<file path="config.mk">
export PLATFORM = sky130hd
export DESIGN_NAME = lvds_rx_lane_deskew
export DESIGN_NICKNAME = d
export VERILOG_FILES = /design/src/rtl/lvds_pkg.sv /design/src/rtl/lvds_deskew_fifo.sv /design/src/rtl/lvds_rx_lane_deskew.sv
export SDC_FILE = /design/constraint.sdc
export NUM_CORES = 1
export LEC_CHECK = 0
export CAP_MARGIN = 0
export CORE_ASPECT_RATIO = 0.7
export CORE_UTILIZATION = 45
export CTS_BUF_LIST = sky130_fd_sc_hd__clkbuf_8
export CTS_CLUSTER_SIZE = 25
export DETAILED_ROUTE_END_ITERATION = 8
export DONT_BUFFER_PORTS = 1
export GPL_ROUTABILITY_DRIVEN = 1
export GPL_TIMING_DRIVEN = 0
export SLEW_MARGIN = 0
export SYNTH_ARGS = -nofsm -noshare
export SYNTH_HDL_FRONTEND = slang
export SYNTH_SLANG_ARGS = --single-unit
</file>
<file path="constraint.sdc">
create_clock -name CLKDIV_I -period 3.94 [get_ports CLKDIV_I]
set_input_delay 0.591 -clock CLKDIV_I [delete_from_list [all_inputs] [get_ports CLKDIV_I]]
set_output_delay 0.591 -clock CLKDIV_I [all_outputs]
set_load 0.01 [all_outputs]
</file>
<file path="src/rtl/lvds_pkg.sv">
// Shared LVDS definitions: deskew state encoding, default sync marker and a
// constant-function clog2 shared with the PHY blocks.
package lvds_pkg;

  typedef enum logic [1:0] {
    ST_IDLE   = 2'd0,
    ST_SEARCH = 2'd1,
    ST_LOCKED = 2'd2,
    ST_ERROR  = 2'd3
  } deskew_state_e;

  localparam logic [3:0] C_SYNC_WORD_DEF = 4'b1100;

  function automatic int clog2(input int value);
    int r;
    r = 0;
    for (int i = 0; i < 31; i++) begin
      if ((1 << i) < value) r = i + 1;
    end
    return r;
  endfunction

endpackage

</file>
<file path="src/rtl/lvds_deskew_fifo.sv">
// Per-lane skew FIFO: synchronous write/pop, flush has priority, head is the
// oldest stored word and occ_o is the current fill level.
module lvds_deskew_fifo
  import lvds_pkg::*;
#(
  parameter int C_WIDTH = 4,
  parameter int C_DEPTH = 8,
  parameter int C_OCC_W = clog2(C_DEPTH + 1)
) (
  input  logic               clk_i,
  input  logic               rst_n_i,
  input  logic               flush_i,
  input  logic               wr_i,
  input  logic               pop_i,
  input  logic [C_WIDTH-1:0] wr_data_i,
  output logic [C_WIDTH-1:0] head_o,
  output logic [C_OCC_W-1:0] occ_o,
  output logic               empty_o
);

  localparam int AW = clog2(C_DEPTH);

  logic [C_WIDTH-1:0] mem_q [C_DEPTH];
  logic [AW-1:0]      wr_ptr_q, rd_ptr_q;
  logic [C_OCC_W-1:0] occ_q;
  logic               pop_eff;

  assign empty_o = (occ_q == '0);
  assign pop_eff = pop_i && !empty_o;
  assign head_o  = mem_q[rd_ptr_q];
  assign occ_o   = occ_q;

  always_ff @(posedge clk_i or negedge rst_n_i) begin
    if (!rst_n_i) begin
      wr_ptr_q <= '0;
      rd_ptr_q <= '0;
      occ_q    <= '0;
    end else if (flush_i) begin
      wr_ptr_q <= '0;
      rd_ptr_q <= '0;
      occ_q    <= '0;
    end else begin
      if (wr_i)    wr_ptr_q <= wr_ptr_q + AW'(1);
      if (pop_eff) rd_ptr_q <= rd_ptr_q + AW'(1);
      occ_q <= occ_q + C_OCC_W'(wr_i) - C_OCC_W'(pop_eff);
    end
  end

  // Storage needs no reset; occupancy alone defines what is valid.
  always_ff @(posedge clk_i) begin
    if (wr_i && !flush_i) mem_q[wr_ptr_q] <= wr_data_i;
  end

endmodule

</file>
<file path="src/rtl/lvds_rx_lane_deskew.sv">
// Lane deskew: aligns per-lane words on a periodic sync marker via skew FIFOs.
// Optional macro LVDS_DESKEW_SKEW_MON_EN adds LANE_SKEW_O (occupancy at lock).
//
// state  | meaning
// IDLE   | FIFOs flushed, waiting for all lanes byte-aligned
// SEARCH | FIFOs fill; each lane parks on its sync word until all lanes park
// LOCKED | all lanes pop together, lane-coherent data out every cycle
// ERROR  | skew too large or timeout; flushed until DESKEW_REQ_I
module lvds_rx_lane_deskew
  import lvds_pkg::*;
#(
  parameter int C_LANE_NUM            = 2,
  parameter int C_DATA_WIDTH_PER_LANE = 4,
  parameter int C_FIFO_DEPTH          = 8,
  parameter logic [C_DATA_WIDTH_PER_LANE-1:0] C_SYNC_WORD =
    C_DATA_WIDTH_PER_LANE'(C_SYNC_WORD_DEF),
  parameter int C_TIMEOUT             = 256
) (
  input  logic                                        CLKDIV_I,
  input  logic                                        CLKDIV_RST_N_I,
  input  logic [C_LANE_NUM*C_DATA_WIDTH_PER_LANE-1:0] LANE_DATA_I,
  input  logic [C_LANE_NUM-1:0]                       BYTE_ALIGN_I,
  input  logic                                        DESKEW_REQ_I,
  output logic [C_LANE_NUM*C_DATA_WIDTH_PER_LANE-1:0] DATA_O,
  output logic                                        DATA_VLD_O,
  output logic                                        DESKEW_DONE_O,
  output logic                                        DESKEW_ERR_O
`ifdef LVDS_DESKEW_SKEW_MON_EN
  ,output logic [C_LANE_NUM*clog2(C_FIFO_DEPTH)-1:0]  LANE_SKEW_O
`endif
);

  localparam int W     = C_DATA_WIDTH_PER_LANE;
  localparam int AW    = clog2(C_FIFO_DEPTH);
  localparam int OCC_W = clog2(C_FIFO_DEPTH + 1);
  localparam int TMO_W = clog2(C_TIMEOUT + 1);

  deskew_state_e          state_q, state_d;
  logic [TMO_W-1:0]       tmo_q, tmo_d;
  logic [C_LANE_NUM*W-1:0] data_q, heads;
  logic                   vld_q;

  logic [W-1:0]           head  [C_LANE_NUM];
  logic [OCC_W-1:0]       occ   [C_LANE_NUM];
  logic [C_LANE_NUM-1:0]  empty, hold, pop_lane, pop;
  logic                   ba_ok, all_hold, any_full, pop_all, wr, flush;

  for (genvar k = 0; k < C_LANE_NUM; k++) begin : g_lane
    lvds_deskew_fifo #(
      .C_WIDTH (W),
      .C_DEPTH (C_FIFO_DEPTH),
      .C_OCC_W (OCC_W)
    ) u_fifo (
      .clk_i     (CLKDIV_I),
      .rst_n_i   (CLKDIV_RST_N_I),
      .flush_i   (flush),
      .wr_i      (wr),
      .pop_i     (pop[k]),
      .wr_data_i (LANE_DATA_I[k*W +: W]),
      .head_o    (head[k]),
      .occ_o     (occ[k]),
      .empty_o   (empty[k])
    );
    assign heads[k*W +: W] = head[k];
  end

  always_comb begin
    ba_ok    = &BYTE_ALIGN_I;
    hold     = '0;
    any_full = 1'b0;
    for (int k = 0; k < C_LANE_NUM; k++) begin
      hold[k] = !empty[k] && (head[k] == C_SYNC_WORD);
      if (occ[k] == OCC_W'(C_FIFO_DEPTH - 1)) any_full = 1'b1;
    end
    all_hold = &hold;

    state_d  = state_q;
    tmo_d    = '0;
    pop_all  = 1'b0;
    pop_lane = '0;
    wr       = 1'b0;

    if ((state_q == ST_SEARCH || state_q == ST_LOCKED) && !ba_ok) begin
      state_d = ST_IDLE;
    end else if (DESKEW_REQ_I) begin
      state_d = ST_IDLE;
    end else begin
      unique case (state_q)
        ST_IDLE: if (ba_ok) state_d = ST_SEARCH;
        ST_SEARCH: begin
          wr = 1'b1;
          // Lock wins over a full lane: a lane at DEPTH-1 that locks this
          // cycle is the largest correctable skew.
          if (all_hold) begin
            pop_all = 1'b1;
            state_d = ST_LOCKED;
          end else begin
            pop_lane = ~hold & ~empty;
            tmo_d    = (tmo_q == TMO_W'(C_TIMEOUT)) ? tmo_q : tmo_q + TMO_W'(1);
            if (any_full || tmo_q == TMO_W'(C_TIMEOUT - 1)) state_d = ST_ERROR;
          end
        end
        ST_LOCKED: begin
          wr      = 1'b1;
          pop_all = 1'b1;
        end
        ST_ERROR: ;
        default: state_d = ST_IDLE;
      endcase
    end

    flush = (state_d == ST_IDLE) || (state_d == ST_ERROR);
    pop   = pop_all ? '1 : pop_lane;
  end

  always_ff @(posedge CLKDIV_I or negedge CLKDIV_RST_N_I) begin
    if (!CLKDIV_RST_N_I) begin
      state_q <= ST_IDLE;
      tmo_q   <= '0;
      vld_q   <= 1'b0;
      data_q  <= '0;
    end else begin
      state_q <= state_d;
      tmo_q   <= tmo_d;
      vld_q   <= pop_all;
      if (pop_all) data_q <= heads;
    end
  end

  assign DATA_O        = data_q;
  assign DATA_VLD_O    = vld_q;
  assign DESKEW_DONE_O = (state_q == ST_LOCKED);
  assign DESKEW_ERR_O  = (state_q == ST_ERROR);

`ifdef LVDS_DESKEW_SKEW_MON_EN
  logic [C_LANE_NUM*AW-1:0] skew_q;

  always_ff @(posedge CLKDIV_I or negedge CLKDIV_RST_N_I) begin
    if (!CLKDIV_RST_N_I) begin
      skew_q <= '0;
    end else if (state_q == ST_SEARCH && state_d == ST_LOCKED) begin
      for (int k = 0; k < C_LANE_NUM; k++) skew_q[k*AW +: AW] <= occ[k][AW-1:0];
    end
  end

  assign LANE_SKEW_O = skew_q;
`endif

endmodule

</file>
Yosys cells after proc, flatten, opt, wreduce, memory -nomap -nowiden
Memories as Yosys holds them, arrays and structs flattened. Cells that the tools add are included.

Add/sub/neg operators: 9. Equal/unequal tests: 11. Muxes and demuxes: 37. Bitwise operators: 3. Reductions and logical operators: 23.

Operator list (count): two-way mux 9 bit (5); two-way mux 3 bit (8); two-way mux 2 bit (10); adder 3 x 1 -> 3 bit, second input constant (4); two-way mux 1 bit (10); adder 9 x 1 -> 9 bit, second input constant (1); equality test 9 x 8 -> 1 bit, second input constant (1); equality test 9 bit, second input constant (1); adder 4 x 1 -> 4 bit (2); equality test 4 x 3 -> 1 bit, second input constant (2); equality test 4 bit, second input constant (2); zero test 4 bit (2); two-way mux 4 bit (2); subtractor 4 x 1 -> 4 bit (2); equality test 2 bit, second input constant (3); logical AND 1 bit (6); nonzero test 2 bit (3); != test 5 bit, second input constant (1); zero test 1 bit (4); zero test 2 bit (2); inverter 2 bit (2); case mux 2 bit (2 select lines) (1); AND reduction 2 bit (2); logical OR 1 bit (3); 4 further kinds (4).

Bits in registers: 40. Memory bits (writable): 64. Input bits: 13. Logic and storage cells: 95. Memories: 2.

Memory list: g_lane[0].u_fifo.mem_q (words 8, width 4, read ports 1, clocked after memory_dff 0, write ports 1, line lvds_deskew_fifo.sv:23) `logic [C_WIDTH-1:0] mem_q [C_DEPTH];`; g_lane[1].u_fifo.mem_q (words 8, width 4, read ports 1, clocked after memory_dff 0, write ports 1, line lvds_deskew_fifo.sv:23).

Longest topological paths before layout
Word-level depth: 15. Gate-level depth with buffers: 15.

By module
From an unflattened synthesis, not the netlist that was laid out.

Cells, all modules: 334. Area, all modules: 4913.5 um^2.

Modules (own cells, without submodules): lvds_deskew_fifo (times used 2, cells an instance 115, area an instance 1878.1 um^2, seq. area each 1211.2 um^2); lvds_rx_lane_deskew (times used 1, cells an instance 104, area an instance 1157.4 um^2, seq. area each 500.5 um^2).

Worst setup path before layout
OpenSTA, ideal clock, no wires.

Path type: reg-to-reg. Start: reg state_q[1]. End: reg g_lane[0].u_fifo.occ_q[2]. Setup time: 0.121 ns. Arrival: 3.218 ns. Data required time: 3.819 ns. Setup slack: 0.601 ns. Cell stages (with the launch flop): 14. Path buffers: 2. Period minus slack after synthesis: 3.339 ns. Path through: dfrtp_1 inv_1 ha_1 a21oi_1 and2_1 clkbuf_1 clkinv_1 buf_1 ha_1 inv_1 ha_1 fa_1 xnor2_1 nor2_1.

Longest elaborated chain between the ends: 8.

Ends and longest elaborated chain: from (decl) (line lvds_rx_lane_deskew.sv:38) `deskew_state_e state_q, state_d;`; from (signal assigned) (line lvds_rx_lane_deskew.sv:123) `state_q <= state_d;`; equality test 2 bit (tied with other cells) (line lvds_rx_lane_deskew.sv:83, lvds_rx_lane_deskew.sv:88); OR reduction 2 bit (no source line) (tied with other cells); two-way mux 1 bit (tied with other cells) (line lvds_rx_lane_deskew.sv:88) `unique case (state_q)`; two-way mux 1 bit (tied with other cells) (line lvds_rx_lane_deskew.sv:85) `end else if (DESKEW_REQ_I) begin`; two-way mux 1 bit (tied with other cells) (line lvds_rx_lane_deskew.sv:83) `if ((state_q == ST_SEARCH || state_q == ST_LOCKED) && !ba_ok) begin`; adder 4 x 1 -> 4 bit (tied with other cells) (line lvds_deskew_fifo.sv:45) `occ_q <= occ_q + C_OCC_W'(wr_i) - C_OCC_W'(pop_eff);`; subtractor 4 x 1 -> 4 bit or logical OR 1 bit (tied branches) (line lvds_deskew_fifo.sv:45, lvds_rx_lane_deskew.sv:112); two-way mux 4 bit * (line lvds_deskew_fifo.sv:38) `end else if (flush_i) begin`; to (signal assigned) (line lvds_deskew_fifo.sv:45); to (decl) (line lvds_deskew_fifo.sv:25) `logic [C_OCC_W-1:0] occ_q;`.

Mark *: on every way between the ends. The rest lies on a longest branch, timed or not. A chain may end at the register's enable or synchronous reset.

Worst setup path after layout
Start: reg tmo_q[0]. End: mem g_lane[0].u_fifo.mem_q[3][3], enable pin.

Longest elaborated chain between the ends: 13.

Ends and longest elaborated chain: from (decl) (line lvds_rx_lane_deskew.sv:39) `logic [TMO_W-1:0] tmo_q, tmo_d;`; from (signal assigned) (line lvds_rx_lane_deskew.sv:124) `tmo_q <= tmo_d;`; equality test 9 x 8 -> 1 bit * (line lvds_rx_lane_deskew.sv:100) `if (any_full || tmo_q == TMO_W'(C_TIMEOUT - 1)) state_d = ST_ERROR;`; logical OR 1 bit * (line lvds_rx_lane_deskew.sv:100); two-way mux 2 bit * (line lvds_rx_lane_deskew.sv:100); two-way mux 2 bit * (line lvds_rx_lane_deskew.sv:94) `if (all_hold) begin`; case mux 2 bit (2 select lines) * (line lvds_rx_lane_deskew.sv:88); two-way mux 2 bit * (line lvds_rx_lane_deskew.sv:85); two-way mux 2 bit * (line lvds_rx_lane_deskew.sv:83); equality test 2 bit or zero test 2 bit (tied branches) (line lvds_rx_lane_deskew.sv:112) `flush = (state_d == ST_IDLE) || (state_d == ST_ERROR);`; logical OR 1 bit * (line lvds_rx_lane_deskew.sv:112); zero test 1 bit * (line lvds_deskew_fifo.sv:51) `if (wr_i && !flush_i) mem_q[wr_ptr_q] <= wr_data_i;`; logical AND 1 bit * (line lvds_deskew_fifo.sv:51); two-way mux 1 bit * (line lvds_deskew_fifo.sv:51); two-way mux 1 bit (implied by the code) * (line lvds_deskew_fifo.sv:51); to (decl) (line lvds_deskew_fifo.sv:23).

Marks and branches as above.

==> out/results.tsv <==
stage	metric	value	unit
yosys	Synth Net Count	396	
clock_network	Num CTS Buffers	9	
die	FP Rows	31	
sta	FMAX	0.268	GHz
die	die area	0.0114	mm2
die	Initial Util	47.1	%
power	leakage	1.93	nW
global_routing	largest net degree at the start of global routing	41	
clock_network	clk slew on worst S/H paths	0.10	ns
layout	area grow syn2layout	8.82	%
power	overall power	1.83	mW
global_routing	first-pass GRT wire length	15200	um
clock_network	CTS tree	done	
run_status	status	complete, no violations	
yosys	Main synth FF type	edfxtp_1	
detailed_routing	via count	2733	
detailed_routing	Post-Route WL	9080	um
sta	Least-Margin Pin Slew	0.816	ns
detailed_routing	Starting DRT DRC Count	201	
die	die width	127	um
layout	NumNets Final	408	
layout	ratio of cells with drive above 1 in the final layout	18.4	%
die	Ports	24	
yosys	warnings from Yosys	0	
power	worst vdd ir	0.178	mV
power	PD cells	340	mW/mm2
placed_design	placed inst area	0.00514	mm2
sta	Fin Hold WS	0.0396	ns
critical_path	Setup crit end kind	register	
global_routing	GRT Overall Usage	18.0	%
detailed_routing	Via density	5.23	
sta	skew final	0.00936	ns
clock_network	H-tree Lvls	3	
yosys	count leader, synth	edfxtp_1	
critical_path	kind of critical path	register to register	
sta	fin. max-slew vios	0	
yosys	EDFF count, synth	64	
yosys	part of the Yosys area used for sequential elements	59.0	%
detailed_routing	Detail Route Antenna Nets	0	
yosys	area leader, netlist	edfxtp_1	
layout	Design Area, Final	0.00539	mm2
placed_design	post-detail-place hpwl	6480	um
global_routing	antenna violations before repair	0	
detailed_routing	WL per Instance	17.4	um
layout	Final Util	51.3	%
global_routing	vias in the first global route	2816	
placed_design	Port Buffers	0	
sta	RSZ-0062 raised after global routing	yes	
yosys	Yosys cell types	42	
yosys	Synth async-reset ratio	38.5	%
yosys	top cells by count, synth	edfxtp_1, dfrtp_1, nor2_1	
yosys	Syn Area/Cell	13.8	um2
yosys	post-synthesis instance area	0.00495	mm2
sta	final period utilization	94.6	%
critical_path	Worst setup SP type	register	
detailed_routing	First-pass DRT Iterations	4	
die	Core ar.	0.0105	mm2
critical_path	CP required	3.94	ns
critical_path	Max Fanout on Critical Path	9	
placed_design	Final Wtd Congestion	0.840	
clock_network	clk sink count	104	
sta	fin crit period	3.73	ns
placed_design	placed cell count	506	
yosys	Synth area leaders	edfxtp_1, dfrtp_1, mux4_2	
yosys	Yosys top cell area share	38.8	%
sta	Final Hold Viols	0	
clock_network	setup bufs post-CTS	0	
die	Die Span Y	89.8	um
min_path	HP Class	primary input to asynchronous set/reset pin	
sta	# setup viols final	0	
layout	Layout Cells excl Fill	523	
critical_path	Arr. time, crit path	3.73	ns
yosys	#FFs+latches synth	104	
clock_network	Max Root-Sink Buffers	2	
detailed_routing	drt drc	0	
global_routing	GRT overflow	0	
sta	Slew HR	45.1	%
clock_network	root buffer cell	clkbuf_8	
flow_run	max_cap viols	0	
layout	ant diodes	0	
clock_network	Clk Latency, worst-skew pair	0.37	ns
yosys	Cells after Synth	358	
==> critical path: stages, from the launching register on <==
cell,delay (ns)
dfrtp_1,0.43
ha_1,0.24
nand3_1,0.13
nor2_1,0.08
and3_1,0.18
ha_1,0.19
a31o_2,0.21
a31oi_1,0.20
mux2i_1,0.12
o22ai_1,0.28
xnor2_1,0.12
a221o_1,0.32
buf_6,0.16
nor4_1,0.68
==> cell families (layout without fill, tap and decap cells) <==
| family | Yosys count | after routing | synth area share (%) |
|---|---|---|---|
| xor gates and xnor gates | 19 | 19 | 3.36 |
| muxes | 31 | 31 | 10.7 |
| and+or+nand+nor | 102 | 102 | 12.0 |
| buffers and inverters | 44 | 61 | 4.09 |
| AOI/OAI and AO/OA | 33 | 33 | 4.17 |
| adders and majority gates | 25 | 25 | 6.62 |
| DFF | 104 | 104 | 59.0 |
==> sequential cells by signal, summed over array words and instances, names as in the netlist <==
register and cells:
tmo_q 9, g_lane.u_fifo.mem_q 64, g_lane.u_fifo.occ_o 8, g_lane.u_fifo.rd_ptr_q 6, DATA_O 8, g_lane.u_fifo.wr_ptr_q 6
DATA_VLD_O 1, state_q 2
==> final cells by class <==
cell class | count | area (um2)
Sequential cell | 104 | 2920
Buffer | 16 | 103
Tap cell | 148 | 185
Multi-Input combinational cell | 210 | 1850
Clock buffer | 10 | 138
Inverter | 28 | 109
Timing Repair Buffer | 1 | 27.5
Clock inverter | 6 | 52.6
Fill cell | 888 | 5120
==> final timing paths <==
| kind | start | to | slack (ns) | cells after the start |
|---|---|---|---|---|
| setup reg to reg | tmo_q[0]$_DFFE_PN0P_ | g_lane[0].u_fifo.mem_q[3][3]$_DFFE_PP_ | 0.21 | 13 |
| min in group CLKDIV_I | LANE_DATA_I[2] | g_lane[0].u_fifo.mem_q[6][2]$_DFFE_PP_ | 0.31 | 0 |
| hold reg to reg | tmo_q[0]$_DFFE_PN0P_ | tmo_q[0]$_DFFE_PN0P_ | 0.57 | 1 |
| max in group asynchronous | CLKDIV_RST_N_I | g_lane[0].u_fifo.wr_ptr_q[2]$_DFFE_PN0P_ | 3.68 | 1 |
| setup / recovery | tmo_q[0]$_DFFE_PN0P_ | g_lane[0].u_fifo.mem_q[3][3]$_DFFE_PP_ | 0.21 | 13 |
| hold / removal | CLKDIV_RST_N_I | tmo_q[7]$_DFFE_PN0P_ | 0.04 | 1 |
==> placed cells by master (no fill, tap or decap), types with 2 or more instances in the layout <==
master       n
clkbuf_2     4
nand3_1      8
nand2_1     19
inv_8        2
a31oi_1      3
ha_1        23
inv_1       27
xor2_1       7
nor2_1      38
a21o_1       4
a21oi_1     15
mux4_2      14
and3_1       4
dfrtp_1     40
nor3_1       2
xnor2_1     12
nand2b_1     7
nand4_1      2
nor4_2       9
nor4_1       4
buf_1        4
a31o_2       3
mux2i_1      7
clkinvlp_4   2
nor4b_2      2
o21ai_0      3
clkinv_4     2
clkbuf_8    10
buf_6        3
and2_1       2
edfxtp_1    64
buf_2        3
mux4_1       2
fa_1         2
nor4_4       3
mux2_2       7
==> per-stage QoR <==
step | setup TNS, ns | setup WS [ns]
2_1_floorplan | 0 | 0.601
3_3_place_gp | -0.103 | -0.0719
3_5_place_dp | -0.242 | -0.0961
4_1_cts | 0 | 0.00422
5_1_grt | -0.0561 | -0.0123
6_report | 0 | 0.215
==> timing repair <==
item,in CTS,in global routing
hold endpoints to repair,40,0
cloned,0,0
endpoints found under the setup margin,11,29
gates resized for setup,3,8
hold buffers,1,0
==> where the power goes <==
part           switching (mW)  internal [mW]
Clock                   0.383          0.257
Sequential            0.00119           1.16
Combinational          0.0232         0.0108
Total                   0.407           1.43
==> metal layers <==
metal  wire [um]  vias up  part of all wire (%)  track usage, %
met3         428       14                   4.7            5.06
met1        4510     1352                    50            26.7
met4         134        0                   1.5            5.36
li1            -     1316                     -               -
met2        4000       51                    44            25.6
met5           0        -                     0               0
Note: power is estimated with default switching activity, not from simulation.
